[src/rtl/ds_synapse.sv]
// ds_synapse: presynaptic spike-to-current stage feeding the DS_LIF neuron.
// Each input owns a programmable weight; the weights of every input spiking
// in a cycle are summed into a current register. That register decays by a
// shift-based exponential step on a prescaled tick. The result is clipped at
// full scale, so syn_o can drive DS_LIF syn_i directly.
//
// Handshake: there is no valid/ready pair. Every input is sampled on every
// rising edge of clk_in. A spike in cycle t is reflected on syn_o in cycle t+1.
module ds_synapse #(
  parameter int N_IN = 4,
  parameter int W    = 14,
  parameter int AW   = 2
) (
  input  logic            clk_in,
  input  logic            reset_n,
  input  logic [N_IN-1:0] pre_spike,
  input  logic            w_we,
  input  logic [AW-1:0]   w_addr,
  input  logic [W-1:0]    w_data,
  input  logic [3:0]      tau_shift,
  input  logic [15:0]     decay_div,
  output logic [W-1:0]    syn_o,
  output logic            sat_o
);

  // The spike sum carries 4 guard bits, enough for up to 16 full-scale
  // weights. The update carries one more bit, so that the current plus the
  // sum can never wrap before the clip.
  localparam int SW = W + 4;
  localparam int NW = W + 5;
  localparam logic [NW-1:0] FULL_EXT = {{5{1'b0}}, {W{1'b1}}};

  logic [W-1:0]  weight_q [N_IN];
  logic [W-1:0]  weight_d [N_IN];
  logic [15:0]   cnt_q, cnt_d;
  logic [W-1:0]  syn_q, syn_d;
  logic          sat_q, sat_d;

  logic          tick;
  logic [W-1:0]  shifted;
  logic [W-1:0]  decay;
  logic [W-1:0]  decayed;
  logic [SW-1:0] spike_sum;
  logic [NW-1:0] next_val;

  // Weight file: a matching in-range address overwrites one entry. An address
  // at or above N_IN matches no entry, so that write is dropped.
  always_comb begin
    weight_d = weight_q;
    for (int i = 0; i < N_IN; i++) begin
      if (w_we && ({1'b0, w_addr} == (AW + 1)'(i))) begin
        weight_d[i] = w_data;
      end
    end
  end

  // Prescaler: the tick fires when the count reaches or passes decay_div. The
  // comparison is >= rather than ==, so that lowering decay_div below the
  // running count still ticks on the next cycle.
  always_comb begin
    tick  = (cnt_q >= decay_div);
    cnt_d = tick ? 16'd0 : cnt_q + 16'd1;
  end

  // Decay term: the step is shift-based. A step that rounds to zero is forced
  // to 1 while any current remains, so the register always reaches 0.
  always_comb begin
    shifted = syn_q >> tau_shift;
    decay   = '0;
    if (tick && (tau_shift != 4'd0)) begin
      decay = shifted;
      if ((shifted == '0) && (syn_q != '0)) begin
        decay = W'(1);
      end
    end
  end

  // Spike sum: every spiking input contributes, and there is no arbitration.
  // The weights used are the registered ones. A write in the same cycle
  // therefore takes effect only from the next cycle on.
  always_comb begin
    spike_sum = '0;
    for (int i = 0; i < N_IN; i++) begin
      if (pre_spike[i]) begin
        spike_sum = spike_sum + {4'b0000, weight_q[i]};
      end
    end
  end

  // Update: the decay is applied before the add. The subtraction cannot
  // underflow, because decay <= syn_q. The result is clipped at full scale.
  always_comb begin
    decayed  = syn_q - decay;
    next_val = {5'b00000, decayed} + {1'b0, spike_sum};
    syn_d    = next_val[W-1:0];
    sat_d    = 1'b0;
    if (next_val > FULL_EXT) begin
      syn_d = '1;
      sat_d = 1'b1;
    end
  end

  // State registers. Reset discards all state and ignores any spike or write
  // presented in the same cycle.
  always_ff @(posedge clk_in) begin
    if (!reset_n) begin
      for (int i = 0; i < N_IN; i++) begin
        weight_q[i] <= '0;
      end
      cnt_q <= '0;
      syn_q <= '0;
      sat_q <= 1'b0;
    end else begin
      for (int i = 0; i < N_IN; i++) begin
        weight_q[i] <= weight_d[i];
      end
      cnt_q <= cnt_d;
      syn_q <= syn_d;
      sat_q <= sat_d;
    end
  end

  assign syn_o = syn_q;
  assign sat_o = sat_q;

endmodule

[config.mk]
export PLATFORM = sky130hd
export DESIGN_NAME = ds_synapse
export DESIGN_NICKNAME = d
export VERILOG_FILES = /design/src/rtl/ds_synapse.sv
export SDC_FILE = /design/constraint.sdc
export NUM_CORES = 1
export LEC_CHECK = 0
export ABC_CLOCK_PERIOD_IN_PS = 9070
export CORE_MARGIN = 10
export CORE_UTILIZATION = 55
export CTS_CLUSTER_SIZE = 24
export DETAILED_ROUTE_END_ITERATION = 12
export GPL_TIMING_DRIVEN = 0
export PLACE_DENSITY = 0.78
export SLEW_MARGIN = 20
export SYNTH_ARGS = -nofsm -noshare
export SYNTH_HDL_FRONTEND = slang
export SYNTH_SLANG_ARGS = --single-unit
export TNS_END_PERCENT = 30
[constraint.sdc]
create_clock -name clk_in -period 9.07 [get_ports clk_in]
set_input_delay 2.2675 -clock clk_in [delete_from_list [all_inputs] [get_ports clk_in]]
set_output_delay 2.2675 -clock clk_in [all_outputs]
set_load 0.02 [all_outputs]
==> results.yml, run 1 <==
synth:
  asyncSetResetFlopFracSynth_pct: 0
  syn_avg_cell_area_um2: 7.97
  synth_top_area_share_pct: 21.9
  yosys-top-cells-area: "dfxtp_1, ha_1, nand2_1"
  synth_cells: 1000
  yosysWarnings: 0
  synth-seq-area-share_pct: 21.9
  synth_nets: 1135
  synth-main-ff-cell: "dfxtp_1"
  synth_edf_count: 0
  ys_ff_latch: 87
  synthesis.area_um2: 7970
  ys_types: 77
  yosysTopAreaCell: "dfxtp_1"
global_routing:
  grt_pass1_wl_um: 33900
  grt_usage_pct: 20.3
  grt_antenna_before_repair: 0
  grt_start_max_net_pins: 17
  grt_overflow: 0
  grt_pass1_vias: 7025
cells_and_area:
  nets: 1214
  layout_commonest_cell: "nand2_1"
  diodes: 0
  area_growth_pct: 17.8
  drive_above_1_share_pct: 12.4
  stdcell_area_um2: 9390
  finalNonFillerCells: 1264
  layout_common_cells: "nand2_1, dfxtp_1, nor2_1"
setup_path:
  required_ns: 9.31
  regToRegSetupSlack_ns: 2.22
  setup.worst_path.start: "pre_spike[0]"
  crit_top_cell: "ha_4"
  cp-end-kind: "flip-flop"
  reg2reg_to: "syn_o[7]"
  critPathMaxFanout: 7
  arrival_ns: 8.97
  r2r-start: "weight_q[42]"
  rr_worst_depth: 30
  critPathMaxStageDelay_ns: 0.43
  start_kind: "primary input"
  slowest_stage: "a2111o_1"
  worstSetupPathType: "in2reg"
sta:
  rsz0062_at_grt: "no"
  tightest_slew_ns: 0.631
  timing.fmax_mhz: 115
  layout_min_cycle_time_ns: 8.72
  period_share_pct: 96.2
  slew_violations: 0
  hold_viol_final: 0
  finClkSkew_ns: 0.00785
  relSlewSlack_pct: 58.0
  finalSetupViolations: 0
power:
  max-vdd-ir-drop_v: 0.000266
  power.leakage_nw: 4.04
  power.total_mw: 1.94
  p_seq_share_pct: 25.4
  clock_power_share_pct: 20.1
  p_comb_share_pct: 54.5
  p_int_mw: 1.15
  power_per_cell_area_nw_per_um2: 207
  power.switching_mw: 0.789
  switching_share_pct: 40.6
placed_design:
  place_hpwl_um: 16100
  routabilityCongestion: 0.973
  port_buffers: 54
  dp.cells: 1234
  postPlaceCellArea_um2: 8730
drt:
  wl_per_cell_um: 16.6
  vias: 7329
  drtIter0Drc: 466
  postRouteAntennaNets: 0
  viasPerCell: 5.80
  wl_um: 21000
  drc: 0
  firstDrtPassIters: 7
floorplan:
  num_rows: 43
  start_util_pct: 56.7
  die-area_um2: 19700
  die_w_um: 140
  fp.dieH_um: 140
  core_um2: 14000
  ios: 58
clocking:
  clock_path_buffers: 2
  cts-htree-levels: 3
  cts_root_buf: "clkbuf_16"
  cts_tree: "yes"
  cts_made_buffers: 9
  clk_latency_ns: 0.36
  cts.sinks: 87
  clkSlewWorstSetupHoldPaths_ns: 0.07
status:
  outcome: "complete, no violations"
min_path:
  holdCritPathClass: "reg2reg"
  min-delay-start: "weight_q[51]"
  whs_endpoint: "weight_q[51]"
  whs_path_depth: 2
run:
  drv_cap: 0
[flip-flops by register name, summed over array words and instances (netlist names)]
signal	flops
cnt_q	16
syn_o	14
sat_o	1
weight_q	56
[power by group through the flow]
stage / Combinational (mW) / Sequential (mW) / Clock (mW)
floorplan: 0.723 / 0.505 / 0
global placement: 0.969 / 0.497 / 0
detailed placement: 0.986 / 0.497 / 0
CTS: 1.02 / 0.490 / 0.394
global route: 1.17 / 0.497 / 0.405
finish: 1.06 / 0.493 / 0.390
[what timing repair did]
| action | in CTS | in global routing |
|---|---|---|
| resized for setup | 21 | 29 |
| setup buffers | 9 | 5 |
| hold buffers | 0 | 0 |
| setup endpoints to repair | 15 | 15 |
| pin swaps | 10 | 13 |
| gates cloned | 0 | 1 |
[layout make-up]
| class | count | area [um2] |
|---|---|---|
| buffer | 41 | 193 |
| clock buffer | 9 | 225 |
| clock inverter | 7 | 78.8 |
| fill | 1161 | 4660 |
| inverter | 57 | 214 |
| multi-input combinational | 814 | 6050 |
| sequential | 87 | 1740 |
| tap | 180 | 225 |
| timing repair buffer | 69 | 659 |
[through the flow]
| step | setup WS [ns] | TNS [ns] | util (%) | hold WS, ns |
|---|---|---|---|---|
| global placement | -1.11 | -15.77 | 62.2 | 0.446 |
| finish | 0.346 | 0 | 66.8 | 0.472 |
| global route | 0.0109 | 0 | 66.8 | 0.490 |
| detailed placement | -1.12 | -15.89 | 62.2 | 0.462 |
| floorplan | 0.125 | 0 | - | 0.439 |
| CTS | 0.000780 | 0 | 65.6 | 0.473 |
[worst max-delay path: cells and delay by family]
kind	cells	cell delay (ns)
xor gates and xnor gates	2	0.30
buffers and inverters	3	0.43
muxes	3	0.73
adders and majority gates	6	1.71
AOI/OAI and AO/OA	12	2.70
and+or+nand+nor	6	0.81
[layer usage]
metal / up-vias / wire length (um) / GRT usage, %
met5: - / 0 / 0
met4: 0 / 313 / 5.54
met3: 30 / 1250 / 4.16
met2: 214 / 9890 / 33.6
met1: 3392 / 9550 / 25.9
li1: 3693 / - / -
[Yosys cell counts, drive strengths merged (6+ instances only)]
cell    instances
nor3           15
nor2b          14
a21boi         59
a211oi         14
nand2         161
nand4           6
nand3          20
dfxtp          87
a21oi          52
a31oi           7
mux2i          11
xor2           25
buf             6
mux4            9
o31a           16
inv            57
nand2b          7
nor2           79
xnor2          41
clkbuf         36
ha             87
o21ai          38
mux2           22
o21bai          7
o21a           17
a21o           20
and2           11
o211ai          6
[kinds of logic (layout without fill, tap and decap cells)]
kind of cell / Yosys count / in the layout / share of synthesized area (%)
and+or+nand+nor: 339 / 339 / 19.0
AOI/OAI and AO/OA: 273 / 273 / 24.3
buffers and inverters: 99 / 183 / 4.98
adders and majority gates: 94 / 94 / 15.2
DFF: 87 / 87 / 21.9
xor gates and xnor gates: 66 / 66 / 7.44
muxes: 42 / 42 / 7.24
[worst max path at each step]
stage | endpoint | slack [ns]
floorplan | syn_o[10] | 0.13
global placement | syn_o[11] | -1.11
detailed placement | syn_o[6] | -1.12
CTS | syn_o[7] | 0.0008
global route | syn_o[6] | 0.01
finish | syn_o[7] | 0.35
Note: power is estimated with default switching activity, not from simulation.
==> run 2: changes to the inputs <==
Settings changed: HOLD_SLACK_MARGIN set to 0.1.
==> results of run 2 <==
The final DEF is identical to that of run 1; final timing and power are the same.
